<file path="src/rtl/disp_pkg.sv">
// Shared display-path definitions: frame geometry defaults, RGB565 layout
// and the read-scheduler state encoding.
package disp_pkg;

  localparam int DISP_H_ACTIVE    = 1024;
  localparam int DISP_V_ACTIVE    = 720;
  localparam int DISP_FRAME_WORDS = DISP_H_ACTIVE * DISP_V_ACTIVE;
  localparam int DISP_BURST_LEN   = 256;
  localparam int DISP_FIFO_DEPTH  = 1024;

  localparam int RGB_R_MSB = 15;
  localparam int RGB_R_LSB = 11;
  localparam int RGB_G_MSB = 10;
  localparam int RGB_G_LSB = 5;
  localparam int RGB_B_MSB = 4;
  localparam int RGB_B_LSB = 0;

  typedef enum logic [2:0] {
    IDLE,
    FLUSH,
    CHECK,
    REQ,
    WAIT_DONE,
    FRAME_DONE
  } disp_state_e;

endpackage

</file>
<file path="src/rtl/disp_rd_scheduler_if.sv">
// Burst request/acknowledge bus between the display read scheduler and the
// SDRAM arbiter.
interface disp_rd_scheduler_if #(
  parameter int ADDR_W = 22
);
  logic              rd_req;
  logic [ADDR_W-1:0] rd_addr;
  logic [8:0]        rd_len;
  logic              rd_ack;
  logic              rd_done;

  modport master (output rd_req, rd_addr, rd_len, input rd_ack, rd_done);
  modport slave  (input rd_req, rd_addr, rd_len, output rd_ack, rd_done);
endinterface

</file>
<file path="src/rtl/disp_underflow_mon.sv">
// Saturating event counter used to tally pixel-side FIFO underflows.
module disp_underflow_mon #(
  parameter int CNT_W = 16
) (
  input  logic             CLK,
  input  logic             RSTn,
  input  logic             evt,
  output logic [CNT_W-1:0] cnt
);

  logic [CNT_W-1:0] cnt_q, cnt_d;

  always_comb begin
    cnt_d = cnt_q;
    if (evt && (cnt_q != '1))
      cnt_d = cnt_q + CNT_W'(1);
  end

  always_ff @(posedge CLK) begin
    if (!RSTn) cnt_q <= '0;
    else       cnt_q <= cnt_d;
  end

  assign cnt = cnt_q;

endmodule

</file>
<file path="src/rtl/disp_rd_scheduler.sv">
// Display FIFO refill scheduler: one SDRAM read burst in flight at a time.
// Define DISP_DOUBLE_BUFFER_EN to add reader/writer frame-buffer ping-pong.
module disp_rd_scheduler
  import disp_pkg::*;
#(
  parameter int H_ACTIVE   = DISP_H_ACTIVE,
  parameter int V_ACTIVE   = DISP_V_ACTIVE,
  parameter int BURST_LEN  = DISP_BURST_LEN,
  parameter int FIFO_DEPTH = DISP_FIFO_DEPTH,
  parameter int ADDR_W     = 22,
  parameter int FRAME_BASE = 0
) (
  input  logic                  CLK,
  input  logic                  RSTn,
  input  logic                  frame_start,
  input  logic [10:0]           fifo_wr_cnt,
  input  logic                  fifo_rd,
  input  logic                  fifo_empty,
  output logic                  fifo_flush,
  disp_rd_scheduler_if.master   rd_bus,
  output logic                  busy,
  output logic [15:0]           underflow_cnt
`ifdef DISP_DOUBLE_BUFFER_EN
  ,
  input  logic                  wr_frame_done,
  output logic                  rd_buf_sel
`endif
);

  localparam logic [19:0] FRAME_WORDS_L = 20'(H_ACTIVE * V_ACTIVE);
  localparam logic [19:0] BURST_W       = 20'(BURST_LEN);
  localparam logic [10:0] CREDIT_THR    = 11'(FIFO_DEPTH - BURST_LEN);

  disp_state_e       state_q, state_d;
  logic [ADDR_W-1:0] rd_addr_q, rd_addr_d;
  logic [8:0]        rd_len_q, rd_len_d;
  logic [19:0]       words_left_q, words_left_d;
  logic              pending_start_q, pending_start_d;
  logic              fifo_flush_q, fifo_flush_d;
  logic              rd_req_q, rd_req_d;
  logic              busy_q, busy_d;
  logic [ADDR_W-1:0] base;

`ifdef DISP_DOUBLE_BUFFER_EN
  logic rd_buf_sel_q, rd_buf_sel_d;
  logic new_frame_q, new_frame_d;

  // A writer pulse landing on the same cycle as frame_start stays pending
  // for the following frame.
  always_comb begin
    rd_buf_sel_d = rd_buf_sel_q;
    new_frame_d  = new_frame_q | wr_frame_done;
    if (frame_start && new_frame_q) begin
      rd_buf_sel_d = ~rd_buf_sel_q;
      new_frame_d  = wr_frame_done;
    end
  end

  always_ff @(posedge CLK) begin
    if (!RSTn) begin
      rd_buf_sel_q <= 1'b0;
      new_frame_q  <= 1'b0;
    end else begin
      rd_buf_sel_q <= rd_buf_sel_d;
      new_frame_q  <= new_frame_d;
    end
  end

  assign base       = rd_buf_sel_q ? ADDR_W'(FRAME_BASE + (1 << 20)) : ADDR_W'(FRAME_BASE);
  assign rd_buf_sel = rd_buf_sel_q;
`else
  assign base = ADDR_W'(FRAME_BASE);
`endif

  always_comb begin
    state_d         = state_q;
    rd_addr_d       = rd_addr_q;
    rd_len_d        = rd_len_q;
    words_left_d    = words_left_q;
    pending_start_d = pending_start_q;
    case (state_q)
      IDLE, FRAME_DONE: begin
        if (frame_start) state_d = FLUSH;
      end
      FLUSH: begin
        rd_addr_d    = base;
        words_left_d = FRAME_WORDS_L;
        state_d      = CHECK;
      end
      CHECK: begin
        if (frame_start)
          state_d = FLUSH;
        else if (words_left_q == '0)
          state_d = FRAME_DONE;
        else if (fifo_wr_cnt <= CREDIT_THR) begin
          state_d  = REQ;
          rd_len_d = (words_left_q >= BURST_W) ? 9'(BURST_LEN) : words_left_q[8:0];
        end
      end
      REQ: begin
        // An ack coinciding with frame_start is dropped; the arbiter cancels.
        if (frame_start)
          state_d = FLUSH;
        else if (rd_bus.rd_ack)
          state_d = WAIT_DONE;
      end
      WAIT_DONE: begin
        if (rd_bus.rd_done) begin
          rd_addr_d       = rd_addr_q + ADDR_W'(rd_len_q);
          words_left_d    = words_left_q - {11'd0, rd_len_q};
          state_d         = (pending_start_q || frame_start) ? FLUSH : CHECK;
          pending_start_d = 1'b0;
        end else if (frame_start) begin
          pending_start_d = 1'b1;
        end
      end
      default: state_d = IDLE;
    endcase
    fifo_flush_d = (state_d == FLUSH);
    rd_req_d     = (state_d == REQ);
    busy_d       = !(state_d inside {IDLE, FRAME_DONE});
  end

  always_ff @(posedge CLK) begin
    if (!RSTn) begin
      state_q         <= IDLE;
      rd_addr_q       <= '0;
      rd_len_q        <= '0;
      words_left_q    <= '0;
      pending_start_q <= 1'b0;
      fifo_flush_q    <= 1'b0;
      rd_req_q        <= 1'b0;
      busy_q          <= 1'b0;
    end else begin
      state_q         <= state_d;
      rd_addr_q       <= rd_addr_d;
      rd_len_q        <= rd_len_d;
      words_left_q    <= words_left_d;
      pending_start_q <= pending_start_d;
      fifo_flush_q    <= fifo_flush_d;
      rd_req_q        <= rd_req_d;
      busy_q          <= busy_d;
    end
  end

  disp_underflow_mon #(.CNT_W(16)) u_underflow_mon (
    .CLK  (CLK),
    .RSTn (RSTn),
    .evt  (fifo_rd & fifo_empty),
    .cnt  (underflow_cnt)
  );

  assign fifo_flush     = fifo_flush_q;
  assign busy           = busy_q;
  assign rd_bus.rd_req  = rd_req_q;
  assign rd_bus.rd_addr = rd_addr_q;
  assign rd_bus.rd_len  = rd_len_q;

endmodule

</file>
<file path="src/flat_wrapper.sv">
// flat-port wrapper written by rule: the top's interface ports become plain ports
module disp_rd_scheduler_flat import disp_pkg::*;
#(
  parameter int H_ACTIVE   = DISP_H_ACTIVE,
  parameter int V_ACTIVE   = DISP_V_ACTIVE,
  parameter int BURST_LEN  = DISP_BURST_LEN,
  parameter int FIFO_DEPTH = DISP_FIFO_DEPTH,
  parameter int ADDR_W     = 22,
  parameter int FRAME_BASE = 0
)
  (CLK, RSTn, frame_start, fifo_wr_cnt, fifo_rd, fifo_empty, fifo_flush, busy, underflow_cnt, rd_bus_rd_req, rd_bus_rd_addr, rd_bus_rd_len, rd_bus_rd_ack, rd_bus_rd_done);
  disp_rd_scheduler_if #(.ADDR_W(ADDR_W)) rd_bus_i ();
  input  logic CLK;
  input  logic RSTn;
  input  logic frame_start;
  input  logic [10:0] fifo_wr_cnt;
  input  logic fifo_rd;
  input  logic fifo_empty;
  output logic fifo_flush;
  output logic busy;
  output logic [15:0] underflow_cnt;
  output wire logic [$bits(rd_bus_i.rd_req)-1:0] rd_bus_rd_req;
  output wire logic [$bits(rd_bus_i.rd_addr)-1:0] rd_bus_rd_addr;
  output wire logic [$bits(rd_bus_i.rd_len)-1:0] rd_bus_rd_len;
  input wire logic [$bits(rd_bus_i.rd_ack)-1:0] rd_bus_rd_ack;
  input wire logic [$bits(rd_bus_i.rd_done)-1:0] rd_bus_rd_done;
  assign rd_bus_rd_req = rd_bus_i.rd_req;
  assign rd_bus_rd_addr = rd_bus_i.rd_addr;
  assign rd_bus_rd_len = rd_bus_i.rd_len;
  assign rd_bus_i.rd_ack = rd_bus_rd_ack;
  assign rd_bus_i.rd_done = rd_bus_rd_done;
  disp_rd_scheduler #(.H_ACTIVE(H_ACTIVE), .V_ACTIVE(V_ACTIVE), .BURST_LEN(BURST_LEN), .FIFO_DEPTH(FIFO_DEPTH), .ADDR_W(ADDR_W), .FRAME_BASE(FRAME_BASE)) u_core (.CLK(CLK), .RSTn(RSTn), .frame_start(frame_start), .fifo_wr_cnt(fifo_wr_cnt), .fifo_rd(fifo_rd), .fifo_empty(fifo_empty), .fifo_flush(fifo_flush), .rd_bus(rd_bus_i), .busy(busy), .underflow_cnt(underflow_cnt));
endmodule
</file>
<file path="config.mk">
export PLATFORM = sky130hd
export DESIGN_NAME = disp_rd_scheduler_flat
export DESIGN_NICKNAME = d
export VERILOG_FILES = /design/src/rtl/disp_pkg.sv /design/src/rtl/disp_rd_scheduler_if.sv /design/src/rtl/disp_underflow_mon.sv /design/src/rtl/disp_rd_scheduler.sv /design/src/flat_wrapper.sv
export SDC_FILE = /design/constraint.sdc
export NUM_CORES = 1
export LEC_CHECK = 0
export CAP_MARGIN = 10
export CORE_MARGIN = 3
export CORE_UTILIZATION = 60
export DETAILED_ROUTE_END_ITERATION = 12
export DONT_BUFFER_PORTS = 1
export GPL_TIMING_DRIVEN = 0
export PLACE_DENSITY = 0.76
export SLEW_MARGIN = 20
export SYNTH_ARGS = -nofsm -noshare
export SYNTH_HDL_FRONTEND = slang
export SYNTH_SLANG_ARGS = --single-unit
</file>
<file path="constraint.sdc">
create_clock -name CLK -period 2.5 [get_ports CLK]
set_input_delay 0.75 -clock CLK [delete_from_list [all_inputs] [get_ports CLK]]
set_output_delay 0.75 -clock CLK [all_outputs]
set_load 0.01 [all_outputs]
</file>
==> results of run 1 <==
==> Yosys cell counts, types with 4 or more instances <==
cell type	number	area [um2]
sky130_fd_sc_hd__xor2_1	18	157.7
sky130_fd_sc_hd__and3_1	8	50.05
sky130_fd_sc_hd__o21ai_1	4	20.02
sky130_fd_sc_hd__a211oi_1	13	97.59
sky130_fd_sc_hd__inv_1	21	78.83
sky130_fd_sc_hd__nand2_1	35	131.4
sky130_fd_sc_hd__a21boi_1	16	120.1
sky130_fd_sc_hd__or3_1	7	43.79
sky130_fd_sc_hd__dfxtp_1	74	1481
sky130_fd_sc_hd__and2_1	18	112.6
sky130_fd_sc_hd__nor2b_1	17	106.4
sky130_fd_sc_hd__a21o_1	4	30.03
sky130_fd_sc_hd__o21ai_0	15	75.07
sky130_fd_sc_hd__nor4_1	9	56.30
sky130_fd_sc_hd__nor3_1	7	35.03
sky130_fd_sc_hd__xnor2_1	21	183.9
sky130_fd_sc_hd__a31oi_1	4	25.02
sky130_fd_sc_hd__nand4_1	13	81.33
sky130_fd_sc_hd__a21oi_1	16	80.08
sky130_fd_sc_hd__nand3_1	35	175.2
sky130_fd_sc_hd__ha_1	19	237.7
sky130_fd_sc_hd__clkbuf_1	13	48.80
sky130_fd_sc_hd__o21a_1	4	30.03
sky130_fd_sc_hd__nand4b_1	4	35.03
sky130_fd_sc_hd__nor2_1	41	153.9
==> logic make-up (layout without fill, tap and decap cells) <==
family          count (synthesis)  count (layout)
simple gates                  213             213
compound gates                100             100
flops                          74              74
xor+xnor                       39              39
buf+inv                        38              56
fa+ha+maj                      21              21
mux                             1               1
==> routing by layer <==
| metal | up-vias | part of all wire [%] | wire length, um |
|---|---|---|---|
| met5 | - | 0 | 0 |
| met4 | 0 | 2.1 | 209 |
| met3 | 22 | 6.1 | 619 |
| met2 | 113 | 47 | 4817 |
| met1 | 1728 | 44 | 4495 |
| li1 | 1765 | - | - |
==> final cells by class <==
class | count | area, um2
flip-flops and latches | 74 | 1488
fillers | 532 | 1997
repair buffers | 2 | 15.01
clock inverters | 5 | 77.57
inverters | 21 | 78.83
multi-input cells | 374 | 2522
clock buffers | 11 | 141.4
well taps | 77 | 96.34
plain buffers | 17 | 78.83
==> critical path, cell delays in order, from the launching register on <==
cell	delay (ns)
sky130_fd_sc_hd__dfxtp_4	0.38
sky130_fd_sc_hd__ha_2	0.20
sky130_fd_sc_hd__inv_1	0.06
sky130_fd_sc_hd__fa_1	0.41
sky130_fd_sc_hd__nor2b_1	0.18
sky130_fd_sc_hd__o31a_1	0.29
sky130_fd_sc_hd__o21a_1	0.14
sky130_fd_sc_hd__a21oi_1	0.08
sky130_fd_sc_hd__or4b_1	0.52
sky130_fd_sc_hd__nand3_1	0.08
==> stage by stage <==
step	std cells	hold WS (ns)	cell area, um2	util [%]	total power [W]
after floorplan	486	0.4377	4101	-	0.001420
final	581	0.4803	4498	69.25	0.002484
after global routing	581	0.5118	4498	69.25	0.002573
after detailed placement	563	0.4716	4198	64.63	0.001482
after global placement	563	0.4552	4198	64.63	0.001477
after CTS	579	0.4893	4432	68.23	0.002489
==> sequential cells by signal (all words and copies together) (netlist names) <==
name and flops:
u_core.fifo_flush 1, u_core.rd_bus.rd_len 9, u_core.pending_start_q 1, u_core.busy 1, u_core.rd_bus.rd_addr 22, u_core.words_left_q 20
u_core.u_underflow_mon.cnt 16, u_core.rd_bus.rd_req 1, u_core.state_q 3
==> power breakdown <==
group	internal, W	switching [W]
Combinational	0.0000821	0.000145
Sequential	0.00120	0.0000285
Clock	0.000587	0.000441
Total	0.00187	0.000614
==> worst max path at each step <==
stage	startpoint	depth (start not counted)	endpoint	slack, ns
finish	u_core.rd_bus.rd_len[0]$_SDFFE_PN0P_	9	u_core.rd_bus.rd_addr[8]$_SDFFE_PN0P_	0.09
global route	u_core.rd_bus.rd_len[0]$_SDFFE_PN0P_	9	u_core.rd_bus.rd_addr[8]$_SDFFE_PN0P_	-0.01
CTS	u_core.rd_bus.rd_len[0]$_SDFFE_PN0P_	9	u_core.rd_bus.rd_addr[16]$_SDFFE_PN0P_	0.009
detailed placement	u_core.rd_bus.rd_len[8]$_SDFFE_PN0P_	7	u_core.rd_bus.rd_addr[13]$_SDFFE_PN0P_	-0.09
global placement	u_core.rd_bus.rd_len[8]$_SDFFE_PN0P_	7	u_core.rd_bus.rd_addr[13]$_SDFFE_PN0P_	-0.06
floorplan	u_core.rd_bus.rd_len[0]$_SDFFE_PN0P_	9	u_core.words_left_q[8]$_SDFFE_PN0P_	0.28
==> what timing repair did <==
action,CTS,global route
buffers inserted,0,2
gates resized for setup,3,12
endpoints found under the hold margin,0,0
endpoints found under the setup margin,13,20
pin swaps,0,6
==> flow_metrics.env, run 1 <==
export IMPL_final_cell_mix="71 x sky130_fd_sc_hd__dfxtp_1, 41 x sky130_fd_sc_hd__nor2_1, 35 x sky130_fd_sc_hd__nand3_1, 35 x sky130_fd_sc_hd__nand2_1"
export IMPL_final_common_cell="sky130_fd_sc_hd__dfxtp_1"
export IMPL_data_required_time_at_the_worst_endpoint_ns=2.78
export IMPL_setup_viol=0
export IMPL_synth_top_family_by_area="simple AND/OR/NAND/NOR gates"
export IMPL_path_class="reg -> reg"
export IMPL_tritoncts="built"
export IMPL_achievable_frequency_mhz=414.7
export IMPL_max_slew_margin_pct=55.01
export IMPL_synth_compound_gate_area_share_pct=16.69
export IMPL_place_ws_ns=-0.09042
export IMPL_synth_xor_area_share_pct=8.328
export IMPL_crit_path_end_kind="flip-flop"
export IMPL_post_route_cells_drive_above_1_share_pct=7.341
export IMPL_post_cts_hold_buffer_count=0
export IMPL_number_of_cts_inserted_buffers=9
export IMPL_skew_ns=0.009692
export IMPL_synth_main_ff_cell="sky130_fd_sc_hd__dfxtp_1"
export IMPL_overflow=0
export IMPL_htree_num_levels=3
export IMPL_number_of_endpoints_with_negative_hold_slack_in_the_final_report=0
export IMPL_routed_via_density=6.244
export IMPL_worst_slew_pin_transition_ns=0.6711
export IMPL_starting_density_pct=63.15
export IMPL_grt_first_pass_wirelength_um=16770
export IMPL_antenna_cells=0
export IMPL_place_gp_congestion=0.9204
export IMPL_cts_reportedPaths_clkPinSlew_ns=0.08
export IMPL_syn_instance_count=486
export IMPL_routed_wirelength_um=10140
export IMPL_number_of_nets_at_the_end_of_the_flow=538
export IMPL_core_region_area_mm2=0.006495
export IMPL_synth_lib_cells_used_distinct=57
export IMPL_crit_path_max_fanout=4
export IMPL_syn_area_per_cell_um2=8.439
export IMPL_worst_hold_startpoint="u_core.pending_start_q$_SDFFE_PN0P_"
export IMPL_num_vias=3628
export IMPL_ys_seq_area_share_pct=36.12
export IMPL_via_count_of_the_first_global_routing_pass=3552
export IMPL_number_of_synthesized_flops_with_an_enable_pin=0
export IMPL_grt_util_met3_pct=6.052
export IMPL_synth_area_mux_share_pct=0.2441
export IMPL_yosys_area_share_adder_pct=6.772
export IMPL_fin_tns_setup_ns=0
export IMPL_worstPathArrival_ns=2.69
export IMPL_cts_root_buffer_cell="sky130_fd_sc_hd__clkbuf_8"
export IMPL_worstReg2RegEnd="u_core.rd_bus.rd_addr[8]$_SDFFE_PN0P_"
export IMPL_area_growth_syn_to_layout_pct=9.670
export IMPL_synth_warnings=0
export IMPL_vdd_drop_max_mv=0.3937
export IMPL_regToRegSetupSlack_ns=0.09
export IMPL_timing_final_max_slew_violations=0
export IMPL_global_route_usage_total_pct=27.03
export IMPL_drtAntennaViolNets=0
export IMPL_timing_hold_worst_endpoint="u_core.pending_start_q$_SDFFE_PN0P_"
export IMPL_mappedNetlistArea_mm2=0.004101
export IMPL_cts_buffer_depth=2
export IMPL_postSynthRegisterBits=74
export IMPL_outcome="finished, final reports clean"
export IMPL_route_detailed_wl_per_inst_um=17.46
export IMPL_die_width_um=88.68
export IMPL_detailedPlacementHpwl_um=7373
export IMPL_finalCriticalPeriod_ns=2.411
export IMPL_syn_num_nets=525
export IMPL_dieHeight_um=88.68
export IMPL_global_route_usage_met1_pct=35.11
export IMPL_r2r_cells=9
export IMPL_finalWorstSetupSlack_ns=0.08886
export IMPL_asyncSetResetFlopFracSynth_pct=0
export IMPL_worst_r2r_startpoint="u_core.rd_bus.rd_len[0]$_SDFFE_PN0P_"
export IMPL_pwr_density_cell_mw_per_mm2=552.3
export IMPL_buffer_ports_inserted=0
export IMPL_detail_route_drc_violations=0
export IMPL_io_pins=68
export IMPL_final_period_utilization_pct=96.45
export IMPL_floorplan_rows=29
export IMPL_p_leak_nw=1.595
export IMPL_hold_class="reg -> reg"
export IMPL_grt_antenna_before_repair=0
export IMPL_maximum_capacitance_violations=0
export IMPL_busiest_layer="met2"
export IMPL_hold_depth=2
export IMPL_clkSinkCount=74
export IMPL_grt_max_degree=13
export IMPL_clk_insertion_delay_late_ns=0.34
export IMPL_die_ar_mm2=0.007864
export IMPL_grt_met2_usage_pct=44.06
export IMPL_worstSetupStartpointType="flip-flop"
export IMPL_synth_simple_gate_area_share_pct=28.00
export IMPL_drt_first_pass_iters=5
export IMPL_detailedRoute_firstIterationViolations=279
Note: power is estimated with default switching activity, not from simulation.
==> inputs of run 2 (changes only) <==
Settings changed: HOLD_SLACK_MARGIN set to 0.05, REMOVE_ABC_BUFFERS set to 1.
==> run 2 against run 1 <==
  * Final cell count down 3.6%
  * Sequential share of layout area up 0.90 points
  * Highest routed layer unchanged
  * Largest power group unchanged
  * Final area fell by 2.8%
  * Critical path depth unchanged
  * Wire length decreased by 11%
  * Fmax is 0.99% higher
==> flow_metrics.env, run 2 (synthesis gave the netlist of run 1 again) <==
export IMPL_outcome="finished, final reports clean"
export IMPL_final_design_area_excluding_fillers_mm2=0.004372
export IMPL_largest_register_ffs=22
export IMPL_io_pins=68
export IMPL_starting_density_pct=63.15
export IMPL_worstSetupStartpointType="flip-flop"
export IMPL_number_of_nets_at_the_end_of_the_flow=519
export IMPL_rsz0062_at_grt="no"
export IMPL_die_width_um=88.68
export IMPL_clkSinkCount=74
export IMPL_timing_final_max_slew_violations=0
export IMPL_antenna_cells=0
export IMPL_routed_via_density=6.286
export IMPL_worst_slew_pin_transition_ns=0.6940
export IMPL_cts_root_buffer_cell="sky130_fd_sc_hd__clkbuf_8"
export IMPL_setup_viol=0
export IMPL_grt_antenna_before_repair=0
export IMPL_dieHeight_um=88.68
export IMPL_pwr_density_cell_mw_per_mm2=520.0
export IMPL_critical_path_slowest_cell="sky130_fd_sc_hd__or4b_1"
export IMPL_number_of_cts_inserted_buffers=9
export IMPL_overflow=0
export IMPL_place_gp_congestion=0.8787
export IMPL_dpl_instance_area_mm2=0.004119
export IMPL_tritoncts="built"
export IMPL_die_ar_mm2=0.007864
export IMPL_crit_path_end_kind="flip-flop"
export IMPL_hold_class="reg -> reg"
export IMPL_nFillCells=547
export IMPL_post_cts_hold_buffer_count=0
export IMPL_floorplan_rows=29
export IMPL_cp_cell_sequence="ha_1, inv_1, fa_1, nor2b_2, o31a_1, o21a_1, a21oi_1, or4b_1, nand3_1"
export IMPL_drt_first_pass_iters=5
export IMPL_data_required_time_at_the_worst_endpoint_ns=2.78
export IMPL_drtAntennaViolNets=0
export IMPL_clk_insertion_delay_late_ns=0.34
export IMPL_worstPathArrival_ns=2.67
export IMPL_achievable_frequency_mhz=418.9
export IMPL_global_route_usage_total_pct=23.39
export IMPL_buffer_ports_inserted=0
export IMPL_core_region_area_mm2=0.006495
export IMPL_detailedPlacementHpwl_um=6324
export IMPL_num_vias=3520
export IMPL_max_slew_margin_pct=53.48
export IMPL_routed_wirelength_um=9027
export IMPL_cts_reportedPaths_clkPinSlew_ns=0.07
export IMPL_final_util_pct=67.31
export IMPL_number_of_endpoints_with_negative_hold_slack_in_the_final_report=0
export IMPL_regToRegSetupSlack_ns=0.11
export IMPL_detail_route_drc_violations=0
export IMPL_post_route_cells_drive_above_1_share_pct=7.039
export IMPL_area_growth_syn_to_layout_pct=6.589
export IMPL_fin_worst_hold_slack_ns=0.4773
export IMPL_final_common_cell="sky130_fd_sc_hd__dfxtp_1"
export IMPL_grt_max_degree=59
export IMPL_placed_instances=546
export IMPL_grt_first_pass_wirelength_um=14500
export IMPL_crit_path_max_incr_delay_ns=0.51
export IMPL_via_count_of_the_first_global_routing_pass=3178
export IMPL_register_area_mm2=0.001485
export IMPL_crit_path_max_fanout=4
export IMPL_finalCriticalPeriod_ns=2.387
export IMPL_vdd_drop_max_mv=0.4508
export IMPL_skew_ns=0.004843
export IMPL_cts_buffer_depth=2
export IMPL_route_detailed_wl_per_inst_um=16.12
export IMPL_final_cell_mix="71 x sky130_fd_sc_hd__dfxtp_1, 41 x sky130_fd_sc_hd__nor2_1, 35 x sky130_fd_sc_hd__nand3_1, 35 x sky130_fd_sc_hd__nand2_1"
export IMPL_htree_num_levels=3
export IMPL_footprint_of_the_multi_input_gates_mm2=0.002534
export IMPL_detailedRoute_firstIterationViolations=168
export IMPL_final_period_utilization_pct=95.50
export IMPL_path_class="reg -> reg"
export IMPL_maximum_capacitance_violations=0
export IMPL_p_leak_nw=1.541
export IMPL_final_cell_count_no_fill=560
run 2: changes by cell type in the layout (fill, tap and decap cells not counted), sizes merged:
cell | before | now
clkbuf | 24 | 12
buf | 6 | 0
bufinv | 2 | 0
clkinv | 2 | 1
run 2: critical path: cells and delay by family (launching register included):
| kind | cells | cell delay, ns |
|---|---|---|
| AND/OR/NAND/NOR | 3 | 0.74 |
| flip-flops | 1 | 0.39 |
| buffers and inverters | 1 | 0.07 |
| AO/OA/AOI/OAI | 3 | 0.49 |
| adder cells (fa/ha/maj) | 2 | 0.64 |
run 2: where the power goes:
part           switching, W  internal, W  leakage (nW)
clock network      0.000419     0.000429        0.0903
registers         0.0000294      0.00120         0.599
logic              0.000121    0.0000713         0.851
total              0.000570      0.00170          1.54
run 2: area by class of cell:
cell class              instances  area share, %
flip-flops and latches         74          33.97
multi-input cells             374          57.96
clock inverters                 2         0.2862
well taps                      77          2.204
clock buffers                  12          3.778
inverters                      21          1.803
run 2: metal layers:
layer / GRT usage, % / share of wire, % / wire length [um] / up-vias
li1: - / - / - / 1723
met1: 28.25 / 44 / 3929 / 1660
met2: 37.58 / 47 / 4224 / 122
met3: 7.821 / 7.5 / 676 / 15
met4: 10.71 / 2.2 / 196 / 0
met5: 0 / 0 / 0 / -
run 2: worst paths after layout:
path                                        start                               endpoint  cells past startpoint
max          u_core.rd_bus.rd_len[0]$_SDFFE_PN0P_  u_core.rd_bus.rd_addr[8]$_SDFFE_PN0P_                      9
min           u_core.pending_start_q$_SDFFE_PN0P_    u_core.pending_start_q$_SDFFE_PN0P_                      2
max reg2reg  u_core.rd_bus.rd_len[0]$_SDFFE_PN0P_  u_core.rd_bus.rd_addr[8]$_SDFFE_PN0P_                      9
min reg2reg   u_core.pending_start_q$_SDFFE_PN0P_    u_core.pending_start_q$_SDFFE_PN0P_                      2
run 2: repair_timing:
item	4_1_cts	5_1_grt
gates resized for setup	3	14
buffers inserted	0	0
endpoints found under the setup margin	20	23
pin swaps	0	5
endpoints found under the hold margin	0	0
run 2: through the flow:
| stage | power, W | worst slack (ns) | TNS, ns |
|---|---|---|---|
| 3_3_place_gp | 0.001439 | -0.5377 | -8.941 |
| 3_5_place_dp | 0.001445 | -0.5454 | -9.215 |
| 5_1_grt | 0.002369 | 0.0009945 | 0 |
| 4_1_cts | 0.002282 | 0.02394 | 0 |
| 6_report | 0.002273 | 0.1125 | 0 |
| 2_1_floorplan | 0.001394 | 0.1381 | 0 |
